===== src/rtl/div_unit.sv =====
// Iterative radix-2 divider for RV32M DIV/DIVU/REM/REMU; stalls EX while busy.
// Optional macro DIV_EARLY_OUT_EN: divide-by-zero and signed overflow finish in one cycle.
module div_unit #(
  parameter int unsigned WIDTH = 32
) (
  input  logic             clk,
  input  logic             rst,
  input  logic             start,
  input  logic             is_rem,
  input  logic [1:0]       signed_unsigned,
  input  logic             kill,
  input  logic [WIDTH-1:0] dividend,
  input  logic [WIDTH-1:0] divisor,
  output logic [WIDTH-1:0] result,
  output logic             done,
  output logic             busy,
  output logic             stall
);

  localparam int unsigned CW = $clog2(WIDTH);
  localparam logic [WIDTH-1:0] MIN_NEG = {1'b1, {(WIDTH-1){1'b0}}};

  typedef enum logic [1:0] {S_IDLE, S_RUN, S_SIGN, S_DONE} state_e;

  state_e           state_q;
  logic [CW-1:0]    cnt_q;
  logic [WIDTH-1:0] rem_q, quo_q, dsr_q, result_q;
  logic             is_rem_q, q_neg_q, r_neg_q, div0_q, ovf_q;

  logic             dvd_neg, dsr_neg, div0, ovf, early;
  logic [WIDTH-1:0] dvd_abs, dsr_abs, quo_fix, rem_fix, early_res;
  logic [WIDTH:0]   rem_sh, diff;
  logic [WIDTH-1:0] rem_d, quo_d;
  logic             unused_mode;

  assign unused_mode = signed_unsigned[1];

  // Operand magnitudes and special-case detection at acceptance
  assign dvd_neg = ~signed_unsigned[0] & dividend[WIDTH-1];
  assign dsr_neg = ~signed_unsigned[0] & divisor[WIDTH-1];
  assign dvd_abs = dvd_neg ? -dividend : dividend;
  assign dsr_abs = dsr_neg ? -divisor : divisor;
  assign div0    = (divisor == '0);
  assign ovf     = ~signed_unsigned[0] & (dividend == MIN_NEG) & (divisor == '1);
  assign early_res = div0 ? (is_rem ? dividend : '1) : (is_rem ? '0 : MIN_NEG);

`ifdef DIV_EARLY_OUT_EN
  assign early = div0 | ovf;
`else
  assign early = 1'b0;
`endif

  // One restoring step: the (WIDTH+1)-bit difference's MSB is the borrow
  assign rem_sh = {rem_q, quo_q[WIDTH-1]};
  assign diff   = rem_sh - {1'b0, dsr_q};
  assign rem_d  = diff[WIDTH] ? rem_sh[WIDTH-1:0] : diff[WIDTH-1:0];
  assign quo_d  = {quo_q[WIDTH-2:0], ~diff[WIDTH]};

  // Divide-by-zero remainder falls out naturally: |dividend| re-signed by r_neg
  assign quo_fix = ovf_q ? MIN_NEG : (div0_q ? '1 : (q_neg_q ? -quo_q : quo_q));
  assign rem_fix = ovf_q ? '0 : (r_neg_q ? -rem_q : rem_q);

  always_ff @(posedge clk or posedge rst) begin
    if (rst) begin
      state_q  <= S_IDLE;
      cnt_q    <= '0;
      rem_q    <= '0;
      quo_q    <= '0;
      dsr_q    <= '0;
      result_q <= '0;
      is_rem_q <= 1'b0;
      q_neg_q  <= 1'b0;
      r_neg_q  <= 1'b0;
      div0_q   <= 1'b0;
      ovf_q    <= 1'b0;
    end else if (kill) begin
      state_q <= S_IDLE;
    end else begin
      case (state_q)
        S_IDLE: begin
          if (start) begin
            is_rem_q <= is_rem;
            q_neg_q  <= dvd_neg ^ dsr_neg;
            r_neg_q  <= dvd_neg;
            div0_q   <= div0;
            ovf_q    <= ovf;
            quo_q    <= dvd_abs;
            dsr_q    <= dsr_abs;
            rem_q    <= '0;
            cnt_q    <= '0;
            if (early) begin
              result_q <= early_res;
              state_q  <= S_DONE;
            end else begin
              state_q  <= S_RUN;
            end
          end
        end
        S_RUN: begin
          rem_q <= rem_d;
          quo_q <= quo_d;
          cnt_q <= cnt_q + CW'(1);
          if (cnt_q == CW'(WIDTH - 1)) state_q <= S_SIGN;
        end
        S_SIGN: begin
          result_q <= is_rem_q ? rem_fix : quo_fix;
          state_q  <= S_DONE;
        end
        S_DONE:  state_q <= S_IDLE;
        default: state_q <= S_IDLE;
      endcase
    end
  end

  assign result = result_q;
  assign done   = (state_q == S_DONE);
  assign busy   = (state_q == S_RUN) | (state_q == S_SIGN);
  assign stall  = ~rst & ((start & (state_q == S_IDLE) & ~kill) | busy);

endmodule


===== config.mk =====
export PLATFORM = sky130hd
export DESIGN_NAME = div_unit
export DESIGN_NICKNAME = d
export VERILOG_FILES = /design/src/rtl/div_unit.sv
export SDC_FILE = /design/constraint.sdc
export NUM_CORES = 1
export LEC_CHECK = 0
export BUFFER_PORTS_ARGS = -buffer_cell sky130_fd_sc_hd__buf_2
export CAP_MARGIN = 20
export CELL_PAD_IN_SITES_DETAIL_PLACEMENT = 0
export CELL_PAD_IN_SITES_GLOBAL_PLACEMENT = 2
export CORE_ASPECT_RATIO = 1.5
export CORE_UTILIZATION = 36
export DETAILED_ROUTE_END_ITERATION = 10
export PLACE_DENSITY = 0.8
export SLEW_MARGIN = 25
export SYNTH_ARGS = -nofsm -noshare
export SYNTH_HDL_FRONTEND = slang
export SYNTH_SLANG_ARGS = --single-unit

===== constraint.sdc =====
create_clock -name clk -period 5.6 [get_ports clk]
set_input_delay 0.56 -clock clk [delete_from_list [all_inputs] [get_ports clk]]
set_output_delay 0.56 -clock clk [all_outputs]
set_load 0.1 [all_outputs]

## Word level (Yosys, flattened, before mapping)

Index checks and enable logic that the tools add are counted.

- Register bits after elaboration: 140

- Reductions and logical operators: 7
- Eq/ne operators: 9
- Muxes and demuxes: 19
- Bitwise operators: 14
- Add/subtract/negate cells: 6

Operator list:

| kind | count |
|---|---|
| 32-bit two-way mux | 11 |
| 32-bit negation | 4 |
| 32-bit one-hot mux with 2 select lines | 2 |
| 32-bit equality test, second input constant | 2 |
| 33-bit by 32-bit subtractor with 33-bit output | 1 |
| 32-bit logical NOT | 1 |
| 5-bit one-hot mux with 2 select lines | 1 |
| 2-bit one-hot mux with 4 select lines | 1 |
| 1-bit AND | 7 |
| 2-bit two-way mux | 3 |
| 3-bit != test, second input constant | 2 |
| 3-bit AND reduction | 2 |
| 5-bit by 1-bit adder with 5-bit output, second input constant | 1 |
| 5-bit equality test, second input constant | 1 |
| 5-bit two-way mux | 1 |
| 2-bit equality test, second input constant | 2 |
| 1-bit NOT | 4 |
| 2-bit AND reduction | 2 |
| 2-bit by 1-bit equality test with 1-bit output, second input constant | 1 |
| 2-bit logical NOT | 1 |
| 2-bit != test, second input constant | 1 |
| 1-bit bitwise OR | 2 |
| 2-bit nonzero test | 1 |
| 1-bit XOR | 1 |

## Longest topological paths before layout

Gate-level depths: netlist of run 1.

- Depth after elaboration: 5
- Mapped depth: 13
- Depth with buffers taken out: 12

## Worst setup path before layout of run 1

OpenSTA, ideal clock, no wires.

- Path kind: register to output
- From: reg state_q[0]
- To: out stall
- Data required time: 5.040 ns
- Slack: 2.133 ns
- Data arrival time: 2.907 ns
- Buffers on the path: 2
- Cell stages (with the launch flop): 8
- Cell sequence: dfrtp_1 > inv_1 > ha_1 > nand2_1 > or2_2 > clkbuf_1 > clkbuf_1 > a21oi_1

- Word-level cells in the longest chain between the ends: 5
- Elaborated cells on any way between the ends: 8
- Classes of those cells: 2 x eq/ne; 5 x bitwise; 1 x reduce/logical

RTL lines:

| element | line | RTL |
|---|---|---|
| start, declared | 25 | `state_e state_q;` |
| start signal, assigned | 65 | `state_q <= S_IDLE;` |
| start signal, assigned | 77 | `state_q <= S_IDLE;` |
| start signal, assigned | 93 | `state_q <= S_DONE;` |
| 2-bit logical NOT | 118 | `assign stall = ~rst & ((start & (state_q == S_IDLE) & ~kill) \| busy);` |
| 1-bit AND (2 in a row) | 118 |  |
| 1-bit bitwise OR (*) | 118 |  |
| 1-bit AND (*) | 118 |  |
| end, declared | 17 | `output logic stall` |

Every way passes the cells marked *; elsewhere a longest branch is shown, timed or not.

## Worst setup path in the final report of run 1

- From: reg quo_q[31]
- To: reg rem_q[19]

- Word-level cells in the longest chain between the ends: 3

RTL lines:

| element | line | RTL |
|---|---|---|
| start, declared | 27 | `logic [WIDTH-1:0] rem_q, quo_q, dsr_q, result_q;` |
| start signal, assigned | 87 | `quo_q <= dvd_abs;` |
| start signal, assigned | 101 | `quo_q <= quo_d;` |
| 33-bit by 32-bit subtractor with 33-bit output | 55 | `assign diff = rem_sh - {1'b0, dsr_q};` |
| 32-bit two-way mux | 56 | `assign rem_d = diff[WIDTH] ? rem_sh[WIDTH-1:0] : diff[WIDTH-1:0];` |
| 32-bit one-hot mux with 2 select lines | 79 | `case (state_q)` |
| end signal, assigned | 100 | `rem_q <= rem_d;` |
| end, declared | 27 |  |

Every way passes these cells.
A chain may end at the register's enable or synchronous reset.

==> results.cfg, run 1 <==
[synth]
postSynthCellCount = 1276
post-synth-top-area-fraction_pct = 33.5
synthDistinctLibCells = 62
synth_common_cells = nand2_1, o21ai_0, dfrtp_1, xor2_1, a21oi_1
yosysWarnings = 0
synth_area_um2 = 10500
synthTopCellsByArea = dfrtp_1, xor2_1, o21ai_0
syn_nets = 1391
seq_area_frac_synth_pct = 33.5
synthArstFlopShare_pct = 100
synth-edff-count = 0
synth_flop_cell = dfrtp_1
syn_avg_cell_area_um2 = 8.21
synth_most_common_cell = nand2_1
synth_seq_cells = 140
synth_top_cell_by_area = dfrtp_1

[timing]
hold_viol = 0
finalSetupTns_ns = 0
clock_skew_ns = 0.0110
maxClockFrequency_mhz = 258
relSlewSlack_pct = 35.9
rsz0062_at_grt = no
finalSetupViolCount = 0
worst_pin_slew_ns = 0.961
drv_slew = 0
period_share_pct = 69.1
min_period_ns = 3.87

[placement]
portBuffers = 104
dpl.hpwl_um = 25500
gp_congestion = 0.880

[clocking]
clk-insertion-delay-late_ns = 0.45
clk_pin_slew_ns = 0.07
htreeDepth = 4
cts_root_buf = clkbuf_16
cts_tree = built
ctsHoldBuffers = 0
clock-sinks = 140
cts_resized = 0
cts_setup_buffers = 0
cts_inserted_buffers = 17
cts_buffer_depth = 2

[grt]
grt_pass1_vias = 9403
grt_overflow = 0
antenna_found_initial = 0
grt_pass1_wl_um = 52300
grt_max_degree = 100
track_usage_pct = 23.3

[worst_setup_path]
critical_path.endpoint_type = register
reg2reg_depth = 13
r2r_start = quo_q[31]
r2r_slack_ns = 1.73
crit_arrival_ns = 4.16
cp-start-kind = register
cp_max_fo = 24
required_ns = 5.89
crit_type = reg2reg
timing.rr.end = rem_q[19]

[finish]
layout-drive-gt1-share_pct = 12.9
area_growth_pct = 13.9
num-fill-cells = 2990
insertedDiodeCount = 0
nNetsFinal = 1460

[floorplanning]
core_um2 = 28600
start_util_pct = 36.6
rows = 76
pin_count = 106
dieArea_um2 = 29800
die_y_um = 211
die_x_um = 141

[routing]
drt_iter0_drc = 435
post_drt_wl_per_cell_um = 18.8
dr_total_vias = 9328
drc = 0
ant_nets = 0
via_per_inst = 5.34
wl_um = 32800
firstDrtPassIters = 5

[outcome]
status = completed

[hold_path]
hold_class = in2async

[run]
drv_cap = 0
registers in the layout, summed over array words and instances, names as in the netlist:
name,flops
dsr_q,32
quo_q,32
rem_q,32
result,32
cnt_q,5
state_q,2
div0_q,1
is_rem_q,1
ovf_q,1
q_neg_q,1
r_neg_q,1
metal layers:
| layer | vias up | wire length (µm) | part of all wire (%) | track usage (%) |
|---|---|---|---|---|
| li1 | 4664 | - | - | - |
| met1 | 4443 | 12900 | 39 | 25.3 |
| met2 | 167 | 17700 | 54 | 43.6 |
| met3 | 54 | 839 | 2.6 | 3.08 |
| met4 | 0 | 1430 | 4.3 | 12.3 |
| met5 | - | 0 | 0 | 0 |
critical path, cell delays in order, from the launching register on:
cell and delay [ns]:
dfrtp_1 0.43, inv_1 0.11, ha_1 0.24, fa_1 0.40
nand2b_1 0.17, a21o_1 0.18, a21oi_1 0.35, a211o_1 0.25
o21a_1 0.23, a21oi_1 0.17, xnor2_4 0.38, buf_4 0.44
mux2i_1 0.25, o21ai_0 0.10
final cells by class:
class | instances | area [µm²] | area share [%]
clock inverters | 14 | 145 | 1.22
flip-flops and latches | 140 | 3500 | 29.4
clock buffers | 18 | 439 | 3.68
repair buffers | 117 | 618 | 5.18
multi-input cells | 1013 | 6510 | 54.6
well taps | 390 | 488 | 4.09
inverters | 56 | 215 | 1.80
cell usage in the layout, fill, tap and decap left out, types with 14 or more instances in the layout:
cell type | Yosys | final
buf_2 | 5 | 104
xnor2_1 | 47 | 47
nand4_1 | 16 | 16
nand2b_1 | 18 | 18
a21oi_1 | 91 | 91
nor2_1 | 71 | 71
mux2i_1 | 29 | 29
clkbuf_16 | 0 | 17
o31ai_1 | 32 | 32
dfrtp_1 | 140 | 139
or3_1 | 18 | 18
ha_1 | 43 | 42
nor3_1 | 16 | 16
o21ai_0 | 163 | 163
a21o_1 | 18 | 17
inv_1 | 56 | 55
xor2_1 | 103 | 103
nor4_1 | 14 | 14
nand2_1 | 181 | 181
how the worst max path moves through the flow:
stage / cells past startpoint / end / slack [ns] / startpoint
after floorplan: 1 / cnt_q[0] / 1.29 / rst
after global routing: 13 / rem_q[16] / 1.48 / quo_q[31]
final: 13 / rem_q[19] / 1.73 / quo_q[31]
after detailed placement: 13 / rem_q[19] / 1.74 / quo_q[31]
after global placement: 13 / rem_q[18] / 1.79 / quo_q[31]
after CTS: 13 / rem_q[19] / 1.72 / quo_q[31]
metrics by stage:
| step | utilization [%] | worst slack [ns] | hold slack, ns | std cells | cell area [µm²] |
|---|---|---|---|---|---|
| 6_report | 41.7 | 1.73 | 0.261 | 1748 | 11900 |
| 5_1_grt | 41.7 | 1.48 | 0.328 | 1748 | 11900 |
| 4_1_cts | 41.7 | 1.72 | 0.291 | 1748 | 11900 |
| 3_5_place_dp | 39.6 | 1.74 | 0.463 | 1716 | 11300 |
| 3_3_place_gp | 39.6 | 1.79 | 0.459 | 1716 | 11300 |
| 2_1_floorplan | - | 1.29 | 0.445 | 1276 | 10500 |
kinds of logic after synthesis:
group / after synthesis / share of synthesized area, %
AOI/OAI and AO/OA: 401 / 23.8
xor gates and xnor gates: 151 / 12.7
adders and majority gates: 44 / 5.33
buffers and inverters: 123 / 4.47
DFF: 140 / 33.5
muxes: 31 / 2.99
and+or+nand+nor: 386 / 17.3
Power of run 1 is left out: the tool's default activity adds up to more than one toggle a clock period on the data nets, which glitch-free logic cannot reach.
==> run 2, diff against run 1 <==
--- a/config.mk
+++ b/config.mk
@@ -5,14 +5,15 @@
 export SDC_FILE = /design/constraint.sdc
 export NUM_CORES = 1
 export LEC_CHECK = 0
+export ABC_AREA = 1
 export BUFFER_PORTS_ARGS = -buffer_cell sky130_fd_sc_hd__buf_2
 export CAP_MARGIN = 20
 export CELL_PAD_IN_SITES_DETAIL_PLACEMENT = 0
 export CELL_PAD_IN_SITES_GLOBAL_PLACEMENT = 2
 export CORE_ASPECT_RATIO = 1.5
-export CORE_UTILIZATION = 36
+export CORE_UTILIZATION = 33
 export DETAILED_ROUTE_END_ITERATION = 10
-export PLACE_DENSITY = 0.8
+export PLACE_DENSITY = 0.81
 export SLEW_MARGIN = 25
 export SYNTH_ARGS = -nofsm -noshare
 export SYNTH_HDL_FRONTEND = slang
==> constraint.sdc (replaced) <==
create_clock -name clk -period 3.6 [get_ports clk]
set_input_delay 0.36 -clock clk [delete_from_list [all_inputs] [get_ports clk]]
set_output_delay 0.36 -clock clk [all_outputs]
set_load 0.1 [all_outputs]
==> results.cfg, run 2 <==
[outcome]
status = completed

[timing]
fin_ws_ns = 0.780
maxClockFrequency_mhz = 355
finalSetupTns_ns = 0
drv_slew = 0
min_period_ns = 2.82
relSlewSlack_pct = 52.2
rsz0062_at_grt = no
period_share_pct = 78.3
worst_pin_slew_ns = 0.712
finalSetupViolCount = 0
clock_skew_ns = 0.0158
hold_viol = 0

[routing]
firstDrtPassIters = 5
post_drt_wl_per_cell_um = 17.4
ant_nets = 0
via_per_inst = 4.92
drt_iter0_drc = 792
dr_total_vias = 13200
drc = 0
wl_um = 46700

[worst_setup_path]
cp-start-kind = register
required_ns = 3.24
critical_path.endpoint_type = output port
reg2reg_depth = 17
timing.rr.end = rem_q[28]
cp_max_fo = 11
r2r_slack_ns = 0.90
r2r_start = quo_q[31]
crit_arrival_ns = 2.46
crit_type = reg2out

[grt]
track_usage_pct = 24.4
grt_max_degree = 58
antenna_found_initial = 0
grt_use_met2_pct = 46.7
grt_pass1_wl_um = 73300
grt_pass1_vias = 13100
grt_overflow = 0
grt_util_met1_pct = 26.6
busiest_layer = met2
met3_usage_pct = 2.11

[synth]
synth_area_um2 = 12700
synth_flop_cell = dfrtp_1
synth_top_cell_by_area = dfrtp_1
postSynthCellCount = 2092
synthDistinctLibCells = 49
synthTopCellsByArea = dfrtp_1, nand2_1, inv_1
synth_seq_cells = 140
yosysWarnings = 0
synth_common_cells = nand2_1, inv_1, nand3_1, nor2_1, dfrtp_1
synth-edff-count = 0
seq_area_frac_synth_pct = 27.5
synthArstFlopShare_pct = 100
synth_most_common_cell = nand2_1
post-synth-top-area-fraction_pct = 27.5
syn_avg_cell_area_um2 = 6.09
syn_nets = 2207

[floorplanning]
start_util_pct = 33.7
die_x_um = 162
pin_count = 106
die_y_um = 243
dieArea_um2 = 39400
core_um2 = 37800
rows = 87

[finish]
nNetsFinal = 2291
area_growth_pct = 13.1
insertedDiodeCount = 0
final_cell_mix = nand2_1, inv_1, nand3_1
finalInstanceArea_um2 = 14400
final_common_cell = nand2_1
stdcell_count = 2678
layout-drive-gt1-share_pct = 10.3

[hold_path]
hold_class = in2reg
min_to = state_q[1]
holdCritStartpoint = kill
hold_depth = 2

[clocking]
clk_pin_slew_ns = 0.07
clock-sinks = 140
cts_tree = built
clk-insertion-delay-late_ns = 0.46
htreeDepth = 4
cts_buffer_depth = 2
cts_inserted_buffers = 17
cts_root_buf = clkbuf_16

[placement]
gp_congestion = 0.888
place_ws_ns = 0.918
dpl-instance-area_um2 = 13800
dp.cells = 2644
portBuffers = 104
dpl.hpwl_um = 38200

[pwr]
powerDensity_nw_per_um2 = 716
leakage_nw = 7.81
irDropWorstVdd_v = 0.000396
total_power_w = 0.0103

[run]
drv_cap = 0
run 2: where the power goes:
| group | total [W] | switching, W | internal, W | leakage [nW] |
|---|---|---|---|---|
| Combinational | 0.00598 | 0.00448 | 0.00150 | 5.73 |
| Clock | 0.00183 | 0.000794 | 0.00104 | 0.279 |
| Sequential | 0.00250 | 0.000377 | 0.00212 | 1.80 |
| Total | 0.0103 | 0.00565 | 0.00465 | 7.81 |
run 2: worst max-delay path: stages, from the launching register on:
cell and delay [ns]:
dfrtp_1 0.41, inv_1 0.12, ha_1 0.19, nand3_1 0.41, inv_1 0.42, nor2_1 0.07
nor2_1 0.18, buf_12 0.20
run 2: repair_timing:
item	4_1_cts	5_1_grt
endpoints found under the hold margin	0	14
hold buffers	0	1
buffers inserted	0	0
endpoints found under the setup margin	0	0
gates resized for setup	0	0
run 2: per-layer routing:
layer	share of wire (%)	routed length, µm
met1	40	18600
met2	54	25400
met3	1.9	870
met4	4.0	1860
met5	0	0
run 2: final cells by class:
cell class / instances / area [µm²]
repair buffers: 128 / 756
clock inverters: 13 / 158
clock buffers: 19 / 433
inverters: 324 / 1220
multi-input cells: 1565 / 7710
flip-flops and latches: 140 / 3500
fillers: 4193 / 23400
well taps: 489 / 612
run 2: kinds of logic (layout without fill, tap and decap cells):
group	after synthesis	in the layout	synth area share [%]
muxes	1	1	0.0786
buffers and inverters	387	484	12.0
AOI/OAI and AO/OA	273	273	12.0
adders and majority gates	44	44	4.38
and+or+nand+nor	1197	1197	40.6
xor gates and xnor gates	50	50	3.44
DFF	140	140	27.5
run 2: stage by stage:
step                utilization (%)  hold slack (ns)
floorplan                         -            0.432
global placement               36.5            0.466
finish                         38.1            0.101
global route                   38.1           0.0985
detailed placement             36.5            0.464
CTS                            38.0           0.0812
run 2: worst max-delay path by stage:
stage                     startpoint         to  slack (ns)  cells after the start
final                     state_q[0]      stall        0.78                      7
after global routing      state_q[0]      stall        0.61                      7
after CTS                 state_q[0]      stall        0.77                      7
after detailed placement   quo_q[31]  rem_q[28]        0.92                     17
after global placement     quo_q[31]  rem_q[28]        0.97                     17
after floorplan           state_q[0]      stall        0.55                      4
(Power assumes the default switching activity.)
==> run 3, diff against run 2 <==
--- a/config.mk
+++ b/config.mk
@@ -11,9 +11,9 @@
 export CELL_PAD_IN_SITES_DETAIL_PLACEMENT = 0
 export CELL_PAD_IN_SITES_GLOBAL_PLACEMENT = 2
 export CORE_ASPECT_RATIO = 1.5
-export CORE_UTILIZATION = 33
+export CORE_UTILIZATION = 30
 export DETAILED_ROUTE_END_ITERATION = 10
-export PLACE_DENSITY = 0.81
+export PLACE_DENSITY = 0.77
 export SLEW_MARGIN = 25
 export SYNTH_ARGS = -nofsm -noshare
 export SYNTH_HDL_FRONTEND = slang
==> constraint.sdc (replaced) <==
create_clock -name clk -period 2.35 [get_ports clk]
set_input_delay 0.235 -clock clk [delete_from_list [all_inputs] [get_ports clk]]
set_output_delay 0.235 -clock clk [all_outputs]
set_load 0.1 [all_outputs]
==> results.cfg, run 3 (synthesized netlist as in run 2, its figures left out) <==
[clocking]
cts_root_buf = clkbuf_16
htreeDepth = 4
clk_pin_slew_ns = 0.07
cts_tree = built
cts_buffer_depth = 2
clk-insertion-delay-late_ns = 0.45
clock-sinks = 140
cts_inserted_buffers = 17

[grt]
grt_overflow = 0
busiest_layer = met2
grt_pass1_vias = 13700
grt_max_degree = 68
grt_pass1_wl_um = 76900
track_usage_pct = 23.5
antenna_found_initial = 0
grt_util_met1_pct = 25.0
met3_usage_pct = 2.25
grt_use_met2_pct = 46.0

[run]
drv_cap = 0

[floorplanning]
core_um2 = 41900
pin_count = 106
die_y_um = 254
rows = 92
dieArea_um2 = 43300
die_x_um = 170
start_util_pct = 30.4

[worst_setup_path]
path_buf_inv = 3
required_ns = 2.68
r2r_slack_ns = 0.05
cp_cell_sequence = ha_4, fa_2, inv_2, nand3_2, nand2_4, nand2_2, nand2_2, nand2_2, nand2_4, nand2_4, nand3_4, buf_12, clkbuf_16, nand3_2, nand3_2, nand2_1
slowest_delay_ns = 0.41
critical_path.endpoint_type = register
crit_arrival_ns = 2.63
crit_type = reg2reg
cp-start-kind = register
slowest_stage = dfrtp_1
cp_top_family = simple AND/OR/NAND/NOR gates
cp_max_fo = 7

[timing]
finalSetupViolCount = 0
period_share_pct = 97.8
min_period_ns = 2.30
maxClockFrequency_mhz = 435
holdWs_ns = 0.110
clock_skew_ns = 0.0170
worst_pin_slew_ns = 0.722
hold_viol = 0
relSlewSlack_pct = 51.8
rsz0062_at_grt = yes
drv_slew = 0

[routing]
drt_iter0_drc = 771
via_per_inst = 4.79
ant_nets = 0
drc = 0
firstDrtPassIters = 5
wl_um = 50400
dr_total_vias = 13800
post_drt_wl_per_cell_um = 17.5

[finish]
final_cell_mix = nand2_1, inv_1, nand3_1
num-fill-cells = 4665
insertedDiodeCount = 0
area_growth_pct = 26.3
final_common_cell = nand2_1
layout-drive-gt1-share_pct = 18.7
nNetsFinal = 2416

[pwr]
powerDensity_nw_per_um2 = 1050
p_clk_share_pct = 15.9
pwr-share-comb_pct = 61.4
leakage_nw = 8.65
swShare_pct = 53.5
power_frac_seq_pct = 22.7
switching_power_w = 0.00906
intPower_w = 0.00786
total_power_w = 0.0169
irDropWorstVdd_v = 0.000622

[placement]
dpl.hpwl_um = 40400
gp_congestion = 0.901
portBuffers = 104

[outcome]
status = completed

[hold_path]
hold_class = in2reg
## run 3: worst paths after layout
check	cells after the start	to	from
max	16	rem_q[10]	dsr_q[0]
min	4	q_neg_q	dividend[31]
max reg2reg	16	rem_q[10]	dsr_q[0]
min reg2reg	2	result[27]	result[27]
max in group asynchronous	4	rem_q[26]	rst
min in group asynchronous	3	state_q[0]	rst
## run 3: metal layers
layer | wire length, µm | vias to the layer above
met5 | 0 | -
met4 | 2480 | 0
met3 | 934 | 83
met2 | 27300 | 246
met1 | 19700 | 6332
li1 | - | 7113
## run 3: stage by stage
step | worst slack, ns | util (%) | area (µm²) | TNS (ns) | cells
3_5_place_dp | -0.178 | 35.3 | 14800 | -4.59 | 2827
6_report | 0.0514 | 38.4 | 16100 | 0 | 2878
2_1_floorplan | 0.0951 | - | 12700 | 0 | 2092
5_1_grt | -0.0578 | 38.4 | 16100 | -0.930 | 2878
4_1_cts | 0.0115 | 37.0 | 15500 | 0 | 2867
3_3_place_gp | -0.120 | 35.3 | 14800 | -2.98 | 2827
## run 3: tightest hold or removal path: cells and delay by family
kind | cells | cell delay, ns
buffers and inverters | 2 | 0.16
AO/OA/AOI/OAI | 1 | 0.06
AND/OR/NAND/NOR | 1 | 0.06
## run 3: power groups by stage
stage	Clock (W)	Combinational [W]	Sequential (W)
5_1_grt	0.00286	0.0114	0.00396
3_3_place_gp	0	0.0101	0.00387
4_1_cts	0.00277	0.0102	0.00383
6_report	0.00269	0.0104	0.00385
2_1_floorplan	0	0.00517	0.00539
3_5_place_dp	0	0.0101	0.00386
## run 3: cell type report
cell class	instances	area, µm²	share of cell area, %
Multi-Input combinational cell	1569	8190	50.9
Sequential cell	140	3500	21.8
Timing Repair Buffer	249	1900	11.8
Inverter	324	1220	7.59
Tap cell	564	706	4.39
Clock buffer	18	439	2.73
Clock inverter	14	129	0.801
## run 3: timing repair
action,CTS,global route
gates cloned,2,7
hold buffers,4,0
setup endpoints to repair,33,37
pin swaps,1,35
gates resized for setup,8,90
buffers inserted,2,4
endpoints found under the hold margin,17,0
